<file path="config.mk">
export PLATFORM = sky130hd
export DESIGN_NAME = ifetch_buffer
export DESIGN_NICKNAME = d
export VERILOG_FILES = /design/src/rtl/ifetch_buffer.sv
export SDC_FILE = /design/constraint.sdc
export NUM_CORES = 1
export LEC_CHECK = 0
export ABC_AREA = 1
export CELL_PAD_IN_SITES_DETAIL_PLACEMENT = 1
export CELL_PAD_IN_SITES_GLOBAL_PLACEMENT = 1
export CORE_ASPECT_RATIO = 0.75
export CORE_UTILIZATION = 25
export CTS_CLUSTER_DIAMETER = 150
export CTS_CLUSTER_SIZE = 40
export DETAILED_ROUTE_END_ITERATION = 16
export GPL_ROUTABILITY_DRIVEN = 0
export MAX_ROUTING_LAYER = met4
export PLACE_DENSITY = 0.53
export SLEW_MARGIN = 15
export SYNTH_ARGS = -nofsm -noshare
export SYNTH_HDL_FRONTEND = slang
export SYNTH_SLANG_ARGS = --single-unit
</file>
<file path="constraint.sdc">
create_clock -name clk -period 3.1 [get_ports clk]
set_input_delay 0.62 -clock clk [delete_from_list [all_inputs] [get_ports clk]]
set_output_delay 0.62 -clock clk [all_outputs]
set_load 0.05 [all_outputs]
</file>
<file path="src/rtl/ifetch_buffer.sv">
// ifetch_buffer: instruction fetch stage that issues imem requests and queues {pc, instr} pairs for decode.
// Define IFETCH_BYPASS_EN to forward a response to decode combinationally when the queue is empty.
module ifetch_buffer #(
  parameter int DEPTH     = 4,
  parameter int MAX_OUTST = 2,
  parameter int XLEN      = 32
) (
  input  logic            clk,
  input  logic            rst,
  input  logic [XLEN-1:0] pc_in,
  output logic            pc_advance,
  input  logic            flush,
  output logic            imem_req,
  output logic [XLEN-1:0] imem_addr,
  input  logic            imem_gnt,
  input  logic            imem_rvalid,
  input  logic [XLEN-1:0] imem_rdata,
  output logic            id_valid,
  input  logic            id_ready,
  output logic [XLEN-1:0] id_pc,
  output logic [XLEN-1:0] id_instr,
  output logic            misalign
);
  localparam int PW = $clog2(DEPTH);
  localparam int CW = PW + 1;
  localparam int TW = (MAX_OUTST > 1) ? $clog2(MAX_OUTST) : 1;

  logic [XLEN-1:0] r_fpc [DEPTH];
  logic [XLEN-1:0] r_fins [DEPTH];
  logic [XLEN-1:0] r_tag [MAX_OUTST];
  logic [PW-1:0]   r_wp, r_rp;
  logic [TW-1:0]   r_twp, r_trp;
  logic [CW-1:0]   r_count, r_outst, r_drop;
  logic w_credit, w_aligned, w_issue, w_rv, w_accept, w_empty, w_byp, w_pop, w_push;

  function automatic logic [TW-1:0] tag_next(input logic [TW-1:0] p);
    return (p == TW'(MAX_OUTST - 1)) ? '0 : p + TW'(1);
  endfunction

  // Credit counts queued plus in-flight words so a returning response always has a slot.
  assign w_credit   = ((CW+1)'(r_count) + (CW+1)'(r_outst) < (CW+1)'(DEPTH)) && (r_outst < CW'(MAX_OUTST));
  assign w_aligned  = pc_in[1:0] == 2'b00;
  assign imem_req   = rst & w_credit & ~flush & w_aligned;
  assign misalign   = rst & w_credit & ~flush & ~w_aligned;
  assign imem_addr  = pc_in;
  assign w_issue    = imem_req & imem_gnt;
  assign pc_advance = w_issue;
  assign w_rv       = imem_rvalid & (r_outst != '0);
  assign w_accept   = w_rv & (r_drop == '0) & ~flush;
  assign w_empty    = r_count == '0;
`ifdef IFETCH_BYPASS_EN
  assign w_byp      = w_empty & w_accept;
`else
  assign w_byp      = 1'b0;
`endif
  assign id_valid   = ~w_empty | w_byp;
  assign id_pc      = w_byp ? r_tag[r_trp] : r_fpc[r_rp];
  assign id_instr   = w_byp ? imem_rdata : r_fins[r_rp];
  assign w_pop      = ~w_empty & id_ready & ~flush;
  assign w_push     = w_accept & ~(w_byp & id_ready);

  always_ff @(posedge clk) begin
    if (w_issue) r_tag[r_twp] <= pc_in;
  end

  always_ff @(posedge clk or negedge rst) begin
    if (!rst) begin
      r_wp    <= '0;
      r_rp    <= '0;
      r_twp   <= '0;
      r_trp   <= '0;
      r_count <= '0;
      r_outst <= '0;
      r_drop  <= '0;
      r_fpc   <= '{default: '0};
      r_fins  <= '{default: '0};
    end else begin
      r_outst <= r_outst + CW'(w_issue) - CW'(w_rv);
      if (flush) begin
        r_wp    <= '0;
        r_rp    <= '0;
        r_twp   <= '0;
        r_trp   <= '0;
        r_count <= '0;
        r_drop  <= r_outst - CW'(w_rv);
      end else begin
        if (w_rv && r_drop != '0) r_drop <= r_drop - CW'(1);
        if (w_issue) r_twp <= tag_next(r_twp);
        if (w_accept) r_trp <= tag_next(r_trp);
        if (w_push) begin
          r_fpc[r_wp]  <= r_tag[r_trp];
          r_fins[r_wp] <= imem_rdata;
          r_wp         <= r_wp + PW'(1);
        end
        if (w_pop) r_rp <= r_rp + PW'(1);
        r_count <= r_count + CW'(w_push) - CW'(w_pop);
      end
    end
  end

`ifndef SYNTHESIS
  assert property (@(posedge clk) disable iff (!rst) !(imem_rvalid && r_outst == '0))
    else $error("ifetch_buffer: imem_rvalid with no outstanding request");
`endif
endmodule

</file>
==> reports/metrics.yaml, run 1 <==
timing.hold.ws_ns: 0.469
coreArea_um2: 59200
async_flop_share_pct: 80.9
grt_pass1_vias: 12278
grtUsageTotal_pct: 16.2
clk_path_buf_depth: 3
dieArea_um2: 61200
yosysMostFrequentCell: "nand2_1"
fin_tns_setup_ns: 0
rsz0062_at_grt: "no"
crit_family: "buffers and inverters"
crit_type: "in -> out"
antenna_found_initial: 0
finClkSkew_ns: 0.0490
gr-total-overflow: 0
nets: 1940
diodes: 0
status: "finished clean"
vias: 11869
drtIter0Drc: 703
cp_slowest_stage_delay_ns: 0.57
drive_gt1_share_pct: 7.60
synth_area_leader_cell: "dfrtp_1"
cts_tree: "done"
yosys_warnings: 0
insertion_delay_ns: 0.55
clk_pin_slew_ns: 0.14
critPathSlowestCell: "dlygate4sd3_1"
totalPowerFinal_mw: 16.6
die_w_um: 285
netlist_top_cells_count: "880 x nand2_1, 271 x dfrtp_1, 141 x nor2_1, 141 x o21ai_0"
grt_max_degree: 161
drv_cap: 0
antenna_left: 0
cts_buffers: 12
num_rows: 77
htreeDepth: 1
avgSynthCellArea_um2: 8.53
synth_nets: 1850
path_cells: "dlygate4sd3_1 -> buf_8 -> inv_1 -> nor2_1 -> nand2_1 -> nor2_1 -> inv_1 -> nor3_2 -> buf_12"
min_path_type: "in -> async"
cp-end-kind: "output port"
synth-seq-cells: 335
cp_num_buf_inv: 5
yosysSeqAreaShare_pct: 57.9
fmax_mhz: 337
worst_pin_slew_ns: 0.988
via_per_inst: 4.49
cts_root_buf: "clkbuf_16"
dp_hpwl_mm: 29.3
grt_pass1_wl_mm: 75.2
start_util_pct: 25.4
wire_per_inst_um: 18.1
r2r-start: "r_outst[1]"
maxSlewViolCount: 0
synth_area_um2: 15000
yosysTopAreaCellShare_pct: 45.1
synth_flop_cell: "dfrtp_1"
worstPathRequired_ns: 2.48
finalHoldViolations: 0
port-buffer-count: 169
cts.sink_count: 335
fill_cells: 6922
io-pin-count: 170
worstSetupStartpoint: "rst"
power_leakage_nw: 9.12
synth_area_leaders: "dfrtp_1 45%, nand2_1 22%, edfxtp_1 13%"
syn_inst: 1763
min_period_ns: 2.97
setup_viol: 0
synth_cell_type_count: 26
synth-edff-count: 64
power.density_nw_per_um2: 901
totalWireLength_mm: 47.9
remaining_drc_errors: 0
maxSlewHeadroom_pct: 34.1
period_share_pct: 95.8
crit_fanout: 13
firstDrtPassIters: 5
die_h_um: 214
cp_data_arrival_time_ns: 2.35
start_kind: "input pin"
ir_drop_uv: 388
area_delta_synth_final_pct: 22.8
==> logic make-up after synthesis <==
| group | count (synthesis) | share of synthesized area (%) |
|---|---|---|
| XOR/XNOR | 4 | 0.233 |
| AO/OA/AOI/OAI | 207 | 7.42 |
| adder cells (fa/ha/maj) | 17 | 1.51 |
| buffers and inverters | 161 | 6.45 |
| flip-flops | 335 | 57.9 |
| AND/OR/NAND/NOR | 1039 | 26.5 |
==> routing by layer <==
layer  vias up  part of all wire (%)  GRT usage, %
li1       5702                     -             -
met1      5962                    49          22.3
met2       185                    46          25.7
met3        20                   3.8          2.53
met4         0                  0.99          1.94
met5         -                     0             -
==> per-stage QoR <==
stage,utilization [%],setup slack [ns],std cells,cell area (um2)
floorplan,-,0.0828,1763,15000
global placement,30.5,0.337,2628,18100
detailed placement,30.5,0.317,2628,18100
CTS,31.2,0.0600,2646,18400
global route,31.2,0.0361,2646,18500
finish,31.2,0.131,2646,18500
==> repair_timing <==
item	CTS	global route
hold buffers	1	0
pin swaps	0	0
setup buffers	0	0
setup endpoints to repair	3	4
gates resized for setup	1	4
endpoints found under the hold margin	9	0
==> power by group <==
part | total [mW] | internal (mW) | switching [mW]
Combinational | 8.87 | 3.53 | 5.34
Sequential | 5.52 | 5.14 | 0.380
Clock | 2.25 | 0.799 | 1.46
==> layout by cell type (no fill, tap or decap), types with 13 or more instances in the layout <==
cell / n
nand2_1: 880
dfrtp_1: 269
o21ai_0: 141
nor2_1: 140
clkdlybuf4s50_1: 101
buf_12: 86
edfxtp_1: 64
o22ai_1: 62
inv_1: 25
buf_4: 17
ha_1: 15
clkbuf_16: 13
==> worst reg2reg max path, stage by stage (launching register included) <==
cell     delay (ns)
dfrtp_1        0.41
inv_1          0.18
ha_1           0.18
inv_1          0.04
nor2_1         0.15
nand2_1        0.08
nor2_1         0.23
nand3_2        0.16
inv_1          0.17
ha_1           0.19
fa_1           0.40
==> path summary, 6_finish.rpt <==
kind | end | slack, ns | cells past startpoint
setup / recovery | imem_req | 0.13 | 9
hold / removal | r_fins[92] | 0.47 | 2
setup reg to reg | r_outst[1] | 0.80 | 10
hold reg to reg | r_fins[87] | 0.48 | 2
max in group asynchronous | r_fpc[87] | 1.45 | 3
min in group clk | r_fins[87] | 0.48 | 2
==> registers in the layout, indices dropped and copies added (netlist names) <==
register	cells
r_fins	128
r_fpc	128
r_tag	64
r_count	3
r_drop	3
r_outst	3
r_rp	2
r_wp	2
r_trp	1
r_twp	1
==> area by class of cell <==
type	count	area [um2]	area share [%]
clock buffer	15	333	1.80
inverter	31	121	0.657
sequential	335	8710	47.2
tap	790	988	5.35
timing repair buffer	206	2890	15.6
multi-input combinational	1267	5400	29.2
clock inverter	2	32.5	0.176
(Power assumes the default switching activity.)
==> inputs of run 2 (changes only) <==
Settings changed: DONT_BUFFER_PORTS from default to 1, PLACE_DENSITY 0.53 to 0.46.
==> reports/metrics.yaml, run 2 (synthesized netlist as in run 1, its figures left out) <==
antenna_found_initial: 1  # was 0
remaining_drc_errors: 0  # unchanged
reg2reg_to: "r_count[2]"  # was r_outst[1]
reg2reg_slack_ns: 0.70  # was 0.80 ns
grtUsageTotal_pct: 16.6  # was 16.2%
setup_viol: 0  # unchanged
crit_fanout: 64  # was 13
worst_pin_slew_ns: 0.573  # was 0.988 ns
violations: "hold timing"
dieArea_um2: 61200  # unchanged
gr-total-overflow: 0  # unchanged
grt_pass1_vias: 11916  # was 12,278
cts.sink_count: 335  # unchanged
finalHoldViolations: 271  # was 0
power_leakage_nw: 8.42  # was 9.12 nW
nets: 1836  # was 1,940
cp_data_arrival_time_ns: 2.33  # was 2.35 ns
dp_cells: 2525  # was 2,628
totalWireLength_mm: 49.1  # was 47.9 mm
min_period_ns: 2.95  # was 2.97 ns
htreeDepth: 1  # unchanged
die_h_um: 214  # unchanged
vias: 11286  # was 11,869
dp_hpwl_mm: 29.1  # was 29.3 mm
maxSlewHeadroom_pct: 61.4  # was 34.1%
cts_tree: "done"  # unchanged
antenna_left: 0  # unchanged
die_w_um: 285  # unchanged
via_per_inst: 4.43  # was 4.49
num_rows: 77  # unchanged
firstDrtPassIters: 4  # was 5
grt_max_degree: 273  # was 161
mostFrequentLayoutCell: "nand2_1"  # unchanged
clk_path_buf_depth: 3  # unchanged
largestRegisters: "r_fins x128, r_fpc x128, r_tag x64"  # unchanged
clk_pin_slew_ns: 0.16  # was 0.14 ns
start_kind: "flip-flop"  # was input pin
fill_cells: 6986  # was 6,922
coreArea_um2: 59200  # unchanged
cts_buffers: 12  # unchanged
wire_per_inst_um: 19.3  # was 18.1 um
crit_type: "reg -> out"  # was in -> out
io-pin-count: 170  # unchanged
ir_drop_uv: 476  # was 388 uV
cts_root_buf: "clkbuf_16"  # unchanged
cp-end-kind: "output port"  # unchanged
drv_cap: 0  # unchanged
period_share_pct: 95.1  # was 95.8%
min_path_type: "in -> async"  # unchanged
rsz0062_at_grt: "no"  # unchanged
insertion_delay_ns: 0.55  # about the same
start_util_pct: 25.4  # unchanged
power.density_nw_per_um2: 877  # was 901 nW/um2
timing.hold.ws_ns: -0.224  # was 0.469 ns
layout_common_cells: "880 x nand2_1, 268 x dfrtp_1, 141 x o21ai_0"  # was 880 x nand2_1, 269 x dfrtp_1, 141 x o21ai_0
r2r_cells: 12  # was 10
final_cells: 2547  # was 2,646
status: "finished with violations"  # was finished clean
fmax_mhz: 339  # was 337 MHz
maxSlewViolCount: 0  # unchanged
area_delta_synth_final_pct: 9.88  # was 22.8%
worstPathRequired_ns: 2.48  # about the same
drtIter0Drc: 622  # was 703
fin_tns_setup_ns: 0  # unchanged
grt_pass1_wl_mm: 76.6  # was 75.2 mm
r2r-start: "r_drop[0]"  # was r_outst[1]
worstSetupStartpoint: "r_rp[0]"  # was rst
drive_gt1_share_pct: 7.81  # was 7.60%
finClkSkew_ns: 0.0361  # was 0.0490 ns
port-buffer-count: 0  # was 169
==> run 2: timing repair <==
| item | in CTS | in global routing |
|---|---|---|
| buffers inserted | 0 | 0 |
| resized for setup | 1 | 3 |
| setup endpoints to repair | 12 | 12 |
| hold endpoints to repair | 271 | 271 |
==> run 2: where the power goes <==
| group | switching (mW) | internal (mW) |
|---|---|---|
| sequential | 0.391 | 5.14 |
| clock | 1.50 | 0.813 |
| combinational | 4.79 | 1.86 |
==> run 2: layer usage <==
metal  vias up  share of wire (%)  track usage [%]
met1      5611                 50             23.7
met4         0                1.0             2.01
met3        25                4.5             2.57
met2       159                 45             25.5
li1       5491                  -                -
met5         -                  0                -
==> run 2: final cells by class <==
| cell class | count | area, um2 | share of cell area [%] |
|---|---|---|---|
| Multi-Input combinational cell | 1267 | 5380 | 32.6 |
| Clock inverter | 2 | 28.8 | 0.174 |
| Timing Repair Buffer | 102 | 945 | 5.71 |
| Inverter | 31 | 126 | 0.764 |
| Clock buffer | 18 | 344 | 2.08 |
| Tap cell | 790 | 988 | 5.98 |
| Sequential cell | 335 | 8710 | 52.7 |
| Antenna cell | 2 | 5.00 | 0.0303 |
==> run 2: per-stage QoR <==
step                      hold WS [ns]  instance area [um2]  util [%]  power [mW]  worst slack [ns]
after floorplan                  0.324                15000         -        10.2            0.0828
after global placement           0.353                16100      27.3        12.4             0.605
after detailed placement         0.351                16100      27.3        12.4             0.576
after CTS                       -0.273                16500      27.9        14.8            0.0165
after global routing            -0.269                16500      27.9        15.4           0.00259
final                           -0.224                16500      27.9        14.5             0.152
==> run 2: worst max-delay path by stage <==
stage	depth (start not counted)	slack (ns)	end
finish	4	0.15	id_instr[31]
global placement	5	0.60	id_pc[12]
global route	4	0.003	id_instr[31]
floorplan	6	0.08	r_tag[1][0]
detailed placement	5	0.58	id_instr[7]
CTS	5	0.02	id_instr[14]
==> run 2: critical path, cell delays in order, from the launching register on <==
cell and delay, ns:
dfrtp_4 0.60, buf_12 0.25, o21ai_0 0.51, o22ai_1 0.16
buf_4 0.21
